`config.mk`:
```
export PLATFORM = sky130hd
export DESIGN_NAME = dmem_arbiter
export DESIGN_NICKNAME = d
export VERILOG_FILES = /design/src/rtl/dmem_arbiter.sv
export SDC_FILE = /design/constraint.sdc
export NUM_CORES = 1
export LEC_CHECK = 0
export BUFFER_PORTS_ARGS = -buffer_cell sky130_fd_sc_hd__buf_2
export CAP_MARGIN = 20
export CORE_ASPECT_RATIO = 0.7
export CORE_MARGIN = 8
export CORE_UTILIZATION = 40
export CTS_BUF_LIST = sky130_fd_sc_hd__clkbuf_4 sky130_fd_sc_hd__clkbuf_8
export CTS_CLUSTER_SIZE = 25
export DETAILED_ROUTE_END_ITERATION = 7
export PLACE_DENSITY = 0.75
export SYNTH_ARGS = -nofsm -noshare
export SYNTH_HDL_FRONTEND = slang
export SYNTH_SLANG_ARGS = --single-unit
```
`constraint.sdc`:
```
create_clock -name clk -period 3.54 [get_ports clk]
set_clock_uncertainty 0.15 [all_clocks]
set_input_delay 0.177 -clock clk [delete_from_list [all_inputs] [get_ports clk]]
set_output_delay 0.177 -clock clk [all_outputs]
set_load 0.01 [all_outputs]
```
`src/rtl/dmem_arbiter.sv`:
```
// Two-port arbiter/sequencer in front of the 16-bit data memory.
// Define DMEM_ARB_RR_EN for round-robin arbitration (fixed priority otherwise).
module dmem_arbiter #(
  parameter int ADDR_W = 16,
  parameter int DATA_W = 16
) (
  input  logic              clk,
  input  logic              rst_n,
  input  logic              p0_req_valid,
  output logic              p0_req_ready,
  input  logic              p0_req_we,
  input  logic [ADDR_W-1:0] p0_req_addr,
  input  logic [DATA_W-1:0] p0_req_wdata,
  output logic              p0_rsp_valid,
  input  logic              p1_req_valid,
  output logic              p1_req_ready,
  input  logic              p1_req_we,
  input  logic [ADDR_W-1:0] p1_req_addr,
  input  logic [DATA_W-1:0] p1_req_wdata,
  output logic              p1_rsp_valid,
  output logic [DATA_W-1:0] rsp_data,
  output logic [ADDR_W-1:0] dmem_address,
  output logic [DATA_W-1:0] dmem_wdata,
  output logic              dmem_write,
  output logic              dmem_read,
  input  logic [DATA_W-1:0] dmem_rdata
);

  typedef enum logic [1:0] {
    IDLE,
    ISSUE,
    RESP
  } state_t;

  state_t state, state_nxt;
  logic   we_q;
  logic   owner_q;
  logic   gnt0, gnt1;
  logic   take;

`ifdef DMEM_ARB_RR_EN
  // 1 = port 1 granted last, so port 0 wins the next contention
  logic   last_q;
`endif

  always_comb begin
    gnt0 = 1'b0;
    gnt1 = 1'b0;
    if (state == IDLE && rst_n) begin
`ifdef DMEM_ARB_RR_EN
      if (p0_req_valid && p1_req_valid) begin
        gnt0 = last_q;
        gnt1 = !last_q;
      end else begin
        gnt0 = p0_req_valid;
        gnt1 = p1_req_valid;
      end
`else
      gnt0 = p0_req_valid;
      gnt1 = p1_req_valid && !p0_req_valid;
`endif
    end
  end

  assign p0_req_ready = gnt0;
  assign p1_req_ready = gnt1;
  assign take         = gnt0 | gnt1;

  always_comb begin
    state_nxt    = state;
    dmem_write   = 1'b0;
    dmem_read    = 1'b0;
    p0_rsp_valid = 1'b0;
    p1_rsp_valid = 1'b0;
    rsp_data     = '0;
    unique case (state)
      IDLE: begin
        if (take) state_nxt = ISSUE;
      end
      ISSUE: begin
        dmem_write = we_q;
        dmem_read  = !we_q;
        state_nxt  = we_q ? IDLE : RESP;
      end
      RESP: begin
        rsp_data     = dmem_rdata;
        p0_rsp_valid = !owner_q;
        p1_rsp_valid = owner_q;
        state_nxt    = IDLE;
      end
      default: state_nxt = IDLE;
    endcase
  end

  always_ff @(posedge clk or negedge rst_n) begin
    if (!rst_n) begin
      state        <= IDLE;
      dmem_address <= '0;
      dmem_wdata   <= '0;
      we_q         <= 1'b0;
      owner_q      <= 1'b0;
    end else begin
      state <= state_nxt;
      if (take) begin
        owner_q      <= gnt1;
        we_q         <= gnt1 ? p1_req_we    : p0_req_we;
        dmem_address <= gnt1 ? p1_req_addr  : p0_req_addr;
        dmem_wdata   <= gnt1 ? p1_req_wdata : p0_req_wdata;
      end
    end
  end

`ifdef DMEM_ARB_RR_EN
  always_ff @(posedge clk or negedge rst_n) begin
    if (!rst_n) last_q <= 1'b1;
    else if (take) last_q <= gnt1;
  end
`endif

endmodule

```
# ---- After elaboration in Yosys (flattened, before gate mapping)
# Index checks and enable logic that the tools add are counted.
dict set report classes {
  bitwise_logic 1
  mux 13
  n_eq_ne 3
  reduce_logical 6
}
# operator count
set op_table {}
lappend op_table {{$mux W16} 3}
lappend op_table {{$mux W1} 7}
lappend op_table {{$mux W2} 2}
lappend op_table {{$pmux W2 S2} 1}
lappend op_table {{$logic_not A1 Y1} 3}
lappend op_table {{$eq A2 B1 Y1 const B} 1}
lappend op_table {{$eq A2 B2 Y1 const B} 1}
lappend op_table {{$logic_and A1 B1 Y1} 2}
lappend op_table {{$logic_not A2 Y1} 1}
lappend op_table {{$ne A2 B2 Y1 const B} 1}
lappend op_table {{$or A1 B1 Y1} 1}
dict set report word_totals {
  output_inout_bits 54
  in_bits 86
  regBits 36
}

# ---- Logic depth before layout (Yosys ltp)
# Gate-level depths: netlist (run 1).
dict set report depth {
  word_depth 6
  depth_mapped 5
  depth_no_buf 3
}

# ---- Least setup slack after synthesis (run 1)
# Ideal clock, no wire load.
dict set report synth_timing {
  path_kind {reg2reg}
  from {reg state[0]}
  to {reg dmem_address[0]}
  path_stages_with_launch 6
  setup_ps 125
  required_ps 3265
  path_buffers 2
  arrival_ps 1366
  period_less_slack_ps 1641
  slack_ps 1899
  path_cell_list {dfrtp_1 nor3b_2 o21a_1 buf_4 buf_8 mux2_4}
}
dict set report synth_via {
  elab_chain_cells 4
}
# item line_no
set synth_rtl {}
lappend synth_rtl {{from (decl)} 35} ;# state_t state, state_nxt;
lappend synth_rtl {{from (signal assigned)} 103} ;# state <= state_nxt;
lappend synth_rtl {{$logic_not A2 Y1 (*)} 49} ;# if (state == IDLE && rst_n) begin
lappend synth_rtl {{$logic_and A1 B1 Y1 (*)} 49}
lappend synth_rtl {{$mux W1} 49}
lappend synth_rtl {{$mux W16 / $or A1 B1 Y1 (equally long branches)} {107, 67}}
lappend synth_rtl {{to (signal assigned)} 107} ;# dmem_address <= gnt1 ? p1_req_addr : p0_req_addr;
lappend synth_rtl {{to (decl)} 22} ;# output logic [ADDR_W-1:0] dmem_address,
# Every way passes the cells marked *; elsewhere a longest branch is shown, timed or not.
# A chain may end at the register's enable or synchronous reset.

# ---- Worst setup path in the final report (run 1)
dict set report layout_timing {
  from {in rst_n}
  to {reg dmem_address[9]}
}
dict set report layout_via {
  elab_chain_cells 3
}
# item line_no
set layout_rtl {}
lappend layout_rtl {{from (decl)} 8} ;# input logic rst_n,
lappend layout_rtl {{$logic_and A1 B1 Y1 (*)} 49}
lappend layout_rtl {{$mux W1} 49}
lappend layout_rtl {{$mux W16 / $or A1 B1 Y1 (equally long branches)} {107, 67}}
# Marked as above.

==> results.md, run 1 <==
* Status: complete, no violations
* Post-Synth XOR/XNOR Area at 0
* CP peak stage delay at 600 ps
* Setup TNS at 0 ps
* Worst hold start: p1_req_valid
* Post-synth cell types at 17
* P_int at 0.00101 W
* Buffers on Ports at 139
* Die area at 8060 um^2
* Critical path class: in -> reg
* Final Cell Area at ~3000 um^2
* Final Setup Violations at 0
* First-pass GRT wire length at 8930 um
* Sequential cell area fraction in the yosys report at 0.416
* GRT overflow at 0
* Max Freq at 0.421 GHz
* Simple-Gate Fraction of Synth Area at 0.0826
* Delay-heaviest family, CP: buffers and inverters
* Multiplexer share of the synthesized area at 0.444
* Initial Util at 0.414
* Worst r2r path cells at 4
* Placer Congestion at 0.768
* CTS tree: yes
* Tightest Pin Transition at 813 ps
* Slew HR at 0.457
* Sequential Area at ~900 um^2
* Worst reg2reg setup slack at 1260 ps
* Vias in the first global route at 1730
* Vias/cell at 4.46
* Crit. End Element: register
* Hold Path Depth at 3
* Syn-to-layout area delta at 37.1%
* Drt pass-1 iters at 4
* Post-synthesis compound-gate area fraction at 0.00578
* Sw Ratio at 0.296
* Overall global routing resource usage at 0.134
* Max IR drop VDD at 0.218 mV
* Clock buffer count from CTS at 5
* Cell Area, Synth at approximately 2200 um^2
* Gate power share at 0.393
* RSZ-0062 raised after global routing: no
* Clock tree buffer depth at 2
* CTS clk-pin slew, worst paths at approximately 60 ps
* Setup bufs post-CTS at 0
* Routed length per placed instance at 15.7 um
* Seq pwr share at 0.421
* H-tree Lvls at 2
* DRC viols at 0
* Synthesis Warnings at 0
* Worst Path Arrival at 2380 ps
* Floorplan core area at between 5000 and 6000 um^2
* Nets at 367
* Slew Viols, Final at 0
* MaxCap Viol Count at 0
* Via count at 1574
* Crit-path cells: dlygate4sd3_1 > buf_2 > nor3b_2 > o21a_2 > buf_4 > mux2_4
* Ports at 140
* Placed Instance Area at approximately 2900 um^2
* N_diodes at 0
* Hold crit path type: in -> reg
* Largest family of logic cells by synthesized area: multiplexers
* Area share of fa/ha/maj cells after synthesis at 0
* Die span in y at 77.6 um
* DRT antenna net count at 0
* Startpoint type of the worst setup path: input pin
* Critical Path Fanout Max at 21
* Crit path time final at 2380 ps
* Clk_lat worst skew at 270 ps
* Syn_area_per_cell at 15.5 um^2
* CTS sink cnt at 36
* WHS at about 46 ps
* Mapped Cells at between 100 and 150
* Syn Nets at roughly 230
* FF-to-FF End: dmem_address[9]
* Initial drt markers at 36
* Pin count of the biggest net entering global routing at 37
* Worst hold endpoint: owner_q
* Worst path required time at 3550 ps
* CTS root buf: clkbuf_8
* Pwr dens at between 400 and 500 nW/um^2
* R2R Path Start: state[0]
* Leak at 1.66 nW
* Layout fillers at 456
* # rows at 22
* Final hold vios at 0
* Routed Wire Length at 5530 um
* Sw power at 0.000424 W
* Antenna violations before repair at 0
* Final HPWL DP at 4490 um
* Clock share of power at 0.186
* Critical Path Slowest Stage Cell: o21a_2
* Final worst-path cycle share at 0.671
* CP bufs+invs at 3
* Layout cells sized above 1 at 0.779
* Area occupied by multi-input gates at approximately 1200 um^2
* Yosys reg bits at 36
* Die width at 104 um
==> cell usage in the layout, fill, tap and decap left out, types with 2 or more instances in the layout <==
cell        n
mux2_2      8
nor2b_1     3
dfrtp_1    36
and2_1     17
clkbuf_8    5
buf_4       2
nor3b_1     2
buf_2     139
mux2_4     58
==> cell usage after synthesis <==
library cell / number / area (um^2)
dfrtp_1: 36 / 901
buf_8: 6 / 90.1
o21a_1: 1 / 7.51
buf_6: 1 / 11.3
nor3b_2: 1 / 12.5
nor3b_1: 2 / 15.0
clkbuf_1: 1 / 3.75
and2_1: 17 / 106
and2_2: 1 / 7.51
mux2_2: 8 / 90.1
nand2b_1: 1 / 6.26
buf_4: 1 / 7.51
and3b_1: 1 / 8.76
mux2_4: 58 / 871
nor2b_1: 3 / 18.8
nor2_1: 1 / 3.75
a21oi_1: 1 / 5.00
==> how the worst max path moves through the flow <==
stage                     cells after the start               end  startpoint  slack [ps]
after CTS                                     6   dmem_address[9]       rst_n        1150
after detailed placement                      4   dmem_address[9]    state[0]        1240
after floorplan                               5   dmem_address[0]    state[0]        1900
final                                         6   dmem_address[9]       rst_n        1160
after global routing                          6   dmem_address[9]       rst_n        1060
after global placement                        4  dmem_address[14]    state[0]        1310
==> registers in the layout, summed over array words and instances, names as in the netlist <==
register / cells
dmem_address: 16
dmem_wdata: 16
owner_q: 1
state: 2
we_q: 1
==> metrics by stage <==
stage / worst slack, ps / utilization / instances / power, W
finish: 1160 / 0.568 / 353 / 0.00143
detailed placement: 1240 / 0.546 / 344 / 0.00118
global route: 1060 / 0.568 / 353 / 0.00152
CTS: 1150 / 0.564 / 352 / 0.00146
floorplan: 1900 / - / 140 / 0.000958
global placement: 1310 / 0.546 / 344 / 0.00117
==> cell families (layout without fill, tap and decap cells) <==
kind of cell	after synthesis	after routing
AO/OA/AOI/OAI	2	2
multiplexers	66	66
buffers and inverters	9	150
AND/OR/NAND/NOR	27	27
flip-flops	36	36
==> power by group through the flow <==
stage	clock, W	combinational [W]	sequential (W)
after floorplan	0	0.000301	0.000657
after global placement	0	0.000563	0.000607
after detailed placement	0	0.000576	0.000606
after CTS	0.000281	0.000575	0.000605
after global routing	0.000292	0.000607	0.000618
final	0.000266	0.000562	0.000604
==> worst register-to-register path: stages (launching register included) <==
cell	delay, ps
dfrtp_1	410
nor3b_2	280
o21a_2	600
buf_4	400
mux2_4	330
==> what timing repair did <==
item | in CTS | in global routing
hold buffers | 1 | 0
resized for setup | 0 | 0
endpoints found under the hold margin | 36 | 0
==> routing by layer <==
| metal | global-route usage | part of all wire | up-vias |
|---|---|---|---|
| met5 | 0 | 0 | - |
| met4 | 0.0302 | 0.0049 | 0 |
| met1 | 0.160 | 0.44 | 734 |
| met2 | 0.218 | 0.48 | 65 |
| met3 | 0.0586 | 0.076 | 5 |
| li1 | - | - | 770 |
==> cell type report <==
cell class / instances / area share
Multi-Input combinational cell: 95 / 0.389
Sequential cell: 36 / 0.303
Timing Repair Buffer: 143 / 0.249
Clock inverter: 1 / 0.00169
Tap cell: 72 / 0.0303
Clock buffer: 6 / 0.0257
Note: power is estimated with default switching activity, not from simulation.
==> run 2: changes to the inputs <==
==> constraint.sdc (replaced) <==
create_clock -name clk -period 2.42 [get_ports clk]
set_clock_uncertainty 0.15 [all_clocks]
set_input_delay 0.121 -clock clk [delete_from_list [all_inputs] [get_ports clk]]
set_output_delay 0.121 -clock clk [all_outputs]
set_load 0.01 [all_outputs]
==> run 2 against run 1 <==
Global-route usage down 0.054 points. Highest routed layer unchanged. Largest power group unchanged. Power rose by 47%. Worst setup slack worse by 680 ps. Sequential power is 45% higher.
==> results.md, run 2 (synthesis gave the netlist of run 1 again) <==
* Status: complete, no violations
* GRT overflow at 0
* Critical path class: in -> reg
* Overall global routing resource usage at 0.133
* Sequential Area at 901 um^2
* Worst Setup Slack, final at around 500 ps
* Worst r2r path cells at 4
* Setup bufs post-CTS at 0
* Placer Congestion at between 0.7 and 0.8
* Clk_lat worst skew at 270 ps
* R2R Path Start: state[0]
* Pre-CTS setup slack at 524 ps
* Final Setup Violations at 0
* CTS clk-pin slew, worst paths at 70 ps
* Clock tree buffer depth at 2
* WHS at ~46 ps
* Vias in the first global route at between 1500 and 2000
* DRC viols at 0
* Crit. End Element: register
* P_int at 0.00149 W
* Vias/cell at between 4 and 5
* Crit-path cells: dlygate4sd3_1 > buf_2 > nor3b_2 > o21a_2 > buf_4 > mux2_2
* Critical Path Fanout Max at 25
* Most frequent cells in the layout: buf_2 (139), mux2_4 (58), dfrtp_1 (36)
* Die width at 104 um
* Hold crit path type: in -> reg
* Initial Util at 0.414
* Most common cell after layout, fill and taps aside: buf_2
* Final HPWL DP at 4400 um
* Placed insts at 347
* Antenna violations before repair at 0
* CTS tree: yes
* Final hold vios at 0
* Cts hold-fix bufs at 3
* Pin count of the biggest net entering global routing at 37
* Worst Path Arrival at roughly 1900 ps
* RSZ-0062 raised after global routing: no
* Drt pass-1 iters at 4
* Worst hold start: p1_req_wdata[10]
* Max Freq at 0.518 GHz
* Ports at 140
* H-tree Lvls at 2
* Worst hold endpoint: dmem_wdata[10]
* Clock share of power at 0.187
* # rows at 22
* N_diodes at 0
* MaxCap Viol Count at 0
* Startpoint type of the worst setup path: input pin
* Slew HR at 0.699
* CP peak stage delay at approximately 530 ps
* Pwr dens at 702 nW/um^2
* Cell depth of the worst setup path at 6
* CP bufs+invs at 3
* Setup TNS at 0 ps
* Worst path required time at between 2000 and 2500 ps
* Layout fillers at 434
* Die area at between 8000 and 9000 um^2
* Max IR drop VDD at between 0.2 and 0.3 mV
* Post_cts resized at 0
* Sw Ratio at 0.295
* Nets at about 370
* CTS root buf: clkbuf_8
* Hold Path Depth at 3
* Slew Viols, Final at 0
* Crit path time final at around 1900 ps
* Routed length per placed instance at 15.4 um
* Leak at 1.68 nW
* DRT antenna net count at 0
* Seq pwr share at 0.416
* Worst reg2reg setup slack at 520 ps
* Delay-heaviest family, CP: buffers and inverters
* Die span in y at 77.6 um
* Clock buffer count from CTS at 5
* Layout cells sized above 1 at 0.775
* Tightest Pin Transition at 451 ps
* Gate power share at 0.397
* Final worst-path cycle share at 0.798
* Biggest regs: dmem_address (16), dmem_wdata (16), state (2)
* Initial drt markers at 29
* Syn-to-layout area delta at 38.7%
* Via count at 1557
* Buffers on Ports at 139
* Critical Path Slowest Stage Cell: dlygate4sd3_1
* Fin cells at approximately 360
* FF-to-FF End: dmem_wdata[6]
* CTS sink cnt at 36
* Area occupied by multi-input gates at 1160 um^2
* Floorplan core area at 5230 um^2
* First-pass GRT wire length at 8910 um
* Sw power at 0.000621 W
* Routed Wire Length at 5490 um
## run 2: worst max-delay path by stage
stage	start	to	slack (ps)
final	rst_n	dmem_wdata[6]	490
after global routing	rst_n	dmem_wdata[7]	410
after CTS	p1_req_valid	dmem_wdata[7]	480
after global placement	state[0]	dmem_wdata[9]	570
after floorplan	state[0]	dmem_address[0]	780
after detailed placement	state[0]	dmem_wdata[6]	520
## run 2: layout make-up
type,instances,share of cell area
Clock buffer,6,0.0254
Clock inverter,1,0.00167
Multi-Input combinational cell,95,0.385
Sequential cell,36,0.300
Tap cell,72,0.0300
Timing Repair Buffer,147,0.258
## run 2: worst min-delay path: cells and delay by family
family	cells	cell delay [ps]
buffers and inverters	1	70
muxes	2	240
## run 2: routing by layer
layer / up-vias / wire length, um / track usage
met5: - / 0 / 0
met4: 0 / 22 / 0.0259
met3: 5 / 400 / 0.0545
met2: 65 / 2690 / 0.227
met1: 713 / 2370 / 0.156
li1: 774 / - / -
## run 2: power by group through the flow
stage	Combinational, W	Sequential, W	Clock, W
after floorplan	0.000441	0.000961	0
after global placement	0.000829	0.000882	0
after detailed placement	0.000847	0.000881	0
after CTS	0.000854	0.000880	0.000413
after global routing	0.000901	0.000903	0.000445
final	0.000838	0.000877	0.000393
## run 2: per-stage QoR
| step | util | total power, W | instance area (um^2) |
|---|---|---|---|
| 6_report | 0.574 | 0.00211 | 3000 |
| 5_1_grt | 0.574 | 0.00225 | 3000 |
| 4_1_cts | 0.574 | 0.00215 | 3000 |
| 3_5_place_dp | 0.553 | 0.00173 | 2890 |
| 3_3_place_gp | 0.553 | 0.00171 | 2890 |
| 2_1_floorplan | - | 0.00140 | 2170 |
==> run 3: changes to the inputs <==
--- a/config.mk
+++ b/config.mk
@@ -13,7 +13,7 @@
 export CTS_BUF_LIST = sky130_fd_sc_hd__clkbuf_4 sky130_fd_sc_hd__clkbuf_8
 export CTS_CLUSTER_SIZE = 25
 export DETAILED_ROUTE_END_ITERATION = 7
-export PLACE_DENSITY = 0.75
+export PLACE_DENSITY = 0.78
 export SYNTH_ARGS = -nofsm -noshare
 export SYNTH_HDL_FRONTEND = slang
 export SYNTH_SLANG_ARGS = --single-unit
==> constraint.sdc (replaced) <==
create_clock -name clk -period 1.64 [get_ports clk]
set_clock_uncertainty 0.15 [all_clocks]
set_input_delay 0.082 -clock clk [delete_from_list [all_inputs] [get_ports clk]]
set_output_delay 0.082 -clock clk [all_outputs]
set_load 0.01 [all_outputs]
==> run 3 against run 2 <==
Hold slack got worse by 33 ps. Combinational power increased by 65%. First-iteration DRC count grew 93%. Die area stayed put. Via count increased by 11%. Critical path depth fell by 2. Power up 58%. Wire length is 14% higher. Sequential power grew 48%.
==> results.md, run 3 (synthesis gave the netlist of run 1 again) <==
* Status: complete, no violations
* Nets at 402
* FF-to-FF End: dmem_address[1]
* Worst reg2reg setup slack at 10 ps
* Critical Path Slowest Stage Cell: dfrtp_1
* Fin cells at 389
* Highest metal used: met4
* CP bufs+invs at 1
* Routed Wire Length at ~6300 um
* CTS root buf: clkbuf_8
* Crit. End Element: register
* Overall global routing resource usage at 0.146
* Worst Path Arrival at between 1500 and 2000 ps
* Worst r2r path cells at 4
* # rows at 22
* M1 WL at 2500 um
* Final worst-path cycle share at 0.992
* Crit path time final at about 1600 ps
* Floorplan core area at around 5200 um^2
* Area occupied by multi-input gates at 1200 um^2
* Worst Setup Slack, final at approximately 13 ps
* R2R Path Start: state[0]
* Pin count of the biggest net entering global routing at 37
* Leak at 1.86 nW
* Met3 wire length at 581 um
* Routed length per placed instance at 16.1 um
* Critical path origin: state[0]
* Pre-CTS setup slack at -70.5 ps
* Via count at ~1700
* RSZ-0062 raised after global routing: yes
* CTS tree: yes
* Pwr dens at 977 nW/um^2
* N_diodes at 0
* Critical path class: reg -> reg
* CTS clk-pin slew, worst paths at 70 ps
* Clock buffer count from CTS at 5
* Met2 WL at 3140 um
* Sequential Area at 901 um^2
* Layout cells sized above 1 at 0.722
* Die span in y at 77.6 um
* Worst hold endpoint: dmem_wdata[11]
* Initial Util at 0.414
* Seq pwr share at 0.389
* Die area at 8060 um^2
* CTS sink cnt at 36
* Most frequent cells in the layout: buf_2 (138), mux2_4 (62), dfrtp_1 (36)
* Final Setup Violations at 0
* Placer Congestion at 0.726
* DRC viols at 0
* Max IR drop VDD at 0.469 mV
* Die width at 104 um
* Buffers on Ports at about 140
* CP peak stage delay at between 300 and 400 ps
* Cell depth of the worst setup path at 4
* Worst path required time at 1650 ps
* Sw power at 0.000979 W
* Vias/cell at 4.44
* Biggest regs: dmem_address (16), dmem_wdata (16), state (2)
* Startpoint type of the worst setup path: register
* H-tree Lvls at 2
* Final hold vios at 0
* Initial drt markers at 56
* Max Freq at 0.615 GHz
* Hold Path Depth at 3
* MaxCap Viol Count at 0
* Crit-path cells: nor3b_2 > o21a_4 > buf_12 > mux2_4
* Slew Viols, Final at 0
* GRT overflow at 0
* Critical Path Fanout Max at 14
* Antenna violations before repair at 0
* WHS at 13.7 ps
* Slew HR at 0.704
* Clock tree buffer depth at 2
* Gate power share at 0.415
* P_int at 0.00236 W
* Setup bufs post-CTS at 0
* Clk_lat worst skew at roughly 270 ps
* Final HPWL DP at around 4400 um
* Drt pass-1 iters at 2
* Placed insts at 351
* Worst hold start: p1_req_wdata[11]
* Clock share of power at 0.196
* Hold crit path type: in -> reg
* Tightest Pin Transition at 443 ps
* Most common cell after layout, fill and taps aside: buf_2
* Ports at 140
* Sw Ratio at 0.293
* Vias in the first global route at ~1900
* Delay-heaviest family, CP: flip-flops
* Syn-to-layout area delta at 57.6%
* Layout fillers at 388
* First-pass GRT wire length at 9650 um
* DRT antenna net count at 0
-- run 3: cell types whose count changed in the layout (fill, tap and decap cells not counted), moves of 2 or more --
cell	change
buf_12	+3
nor2b_4	+2
dlygate4sd3_1	+25
mux2_4	+4
mux2_2	-4
-- run 3: worst max path at each step --
stage / endpoint / slack (ps)
floorplan: dmem_address[0] / 8
global route: dmem_wdata[15] / -90
CTS: dmem_address[12] / -10
detailed placement: rsp_data[0] / -70
global placement: rsp_data[5] / 10
finish: dmem_address[1] / 10
-- run 3: layer usage --
layer | track usage | vias up
met5 | 0 | -
met1 | 0.151 | 818
met4 | 0.0302 | 0
met2 | 0.260 | 68
li1 | - | 839
met3 | 0.0751 | 4
-- run 3: through the flow --
step / instance area, um^2 / TNS (ps) / power [W] / util
finish: 3410 / 0 / 0.00334 / 0.653
global route: 3410 / -2130 / 0.00354 / 0.653
CTS: 3340 / -34.4 / 0.00333 / 0.639
detailed placement: 2960 / -1040 / 0.00259 / 0.566
global placement: 2960 / 0 / 0.00256 / 0.566
floorplan: 2170 / 0 / 0.00207 / -
-- run 3: repair_timing --
| action | CTS | global route |
|---|---|---|
| hold buffers | 27 | 1 |
| resized for setup | 3 | 7 |
| cloned | 0 | 2 |
| setup endpoints to repair | 27 | 51 |
| endpoints found under the hold margin | 51 | 1 |
| pin swaps | 0 | 1 |
-- run 3: worst register-to-register path, cell delays in order (launching register included) --
cell	delay, ps
dfrtp_1	390
nor3b_2	250
o21a_4	240
buf_12	180
mux2_4	310
-- run 3: power groups by stage --
stage / Clock, W / Sequential [W] / Combinational [W]
after CTS: 0.000686 / 0.00129 / 0.00135
after floorplan: 0 / 0.00142 / 0.000653
after detailed placement: 0 / 0.00130 / 0.00129
after global placement: 0 / 0.00129 / 0.00127
after global routing: 0.000721 / 0.00133 / 0.00149
final: 0.000653 / 0.00130 / 0.00138
-- run 3: layout make-up --
| type | count | share of cell area |
|---|---|---|
| clock buffer | 7 | 0.0264 |
| clock inverter | 1 | 0.00220 |
| multi-input combinational | 96 | 0.352 |
| sequential | 36 | 0.264 |
| tap | 72 | 0.0264 |
| timing repair buffer | 177 | 0.330 |
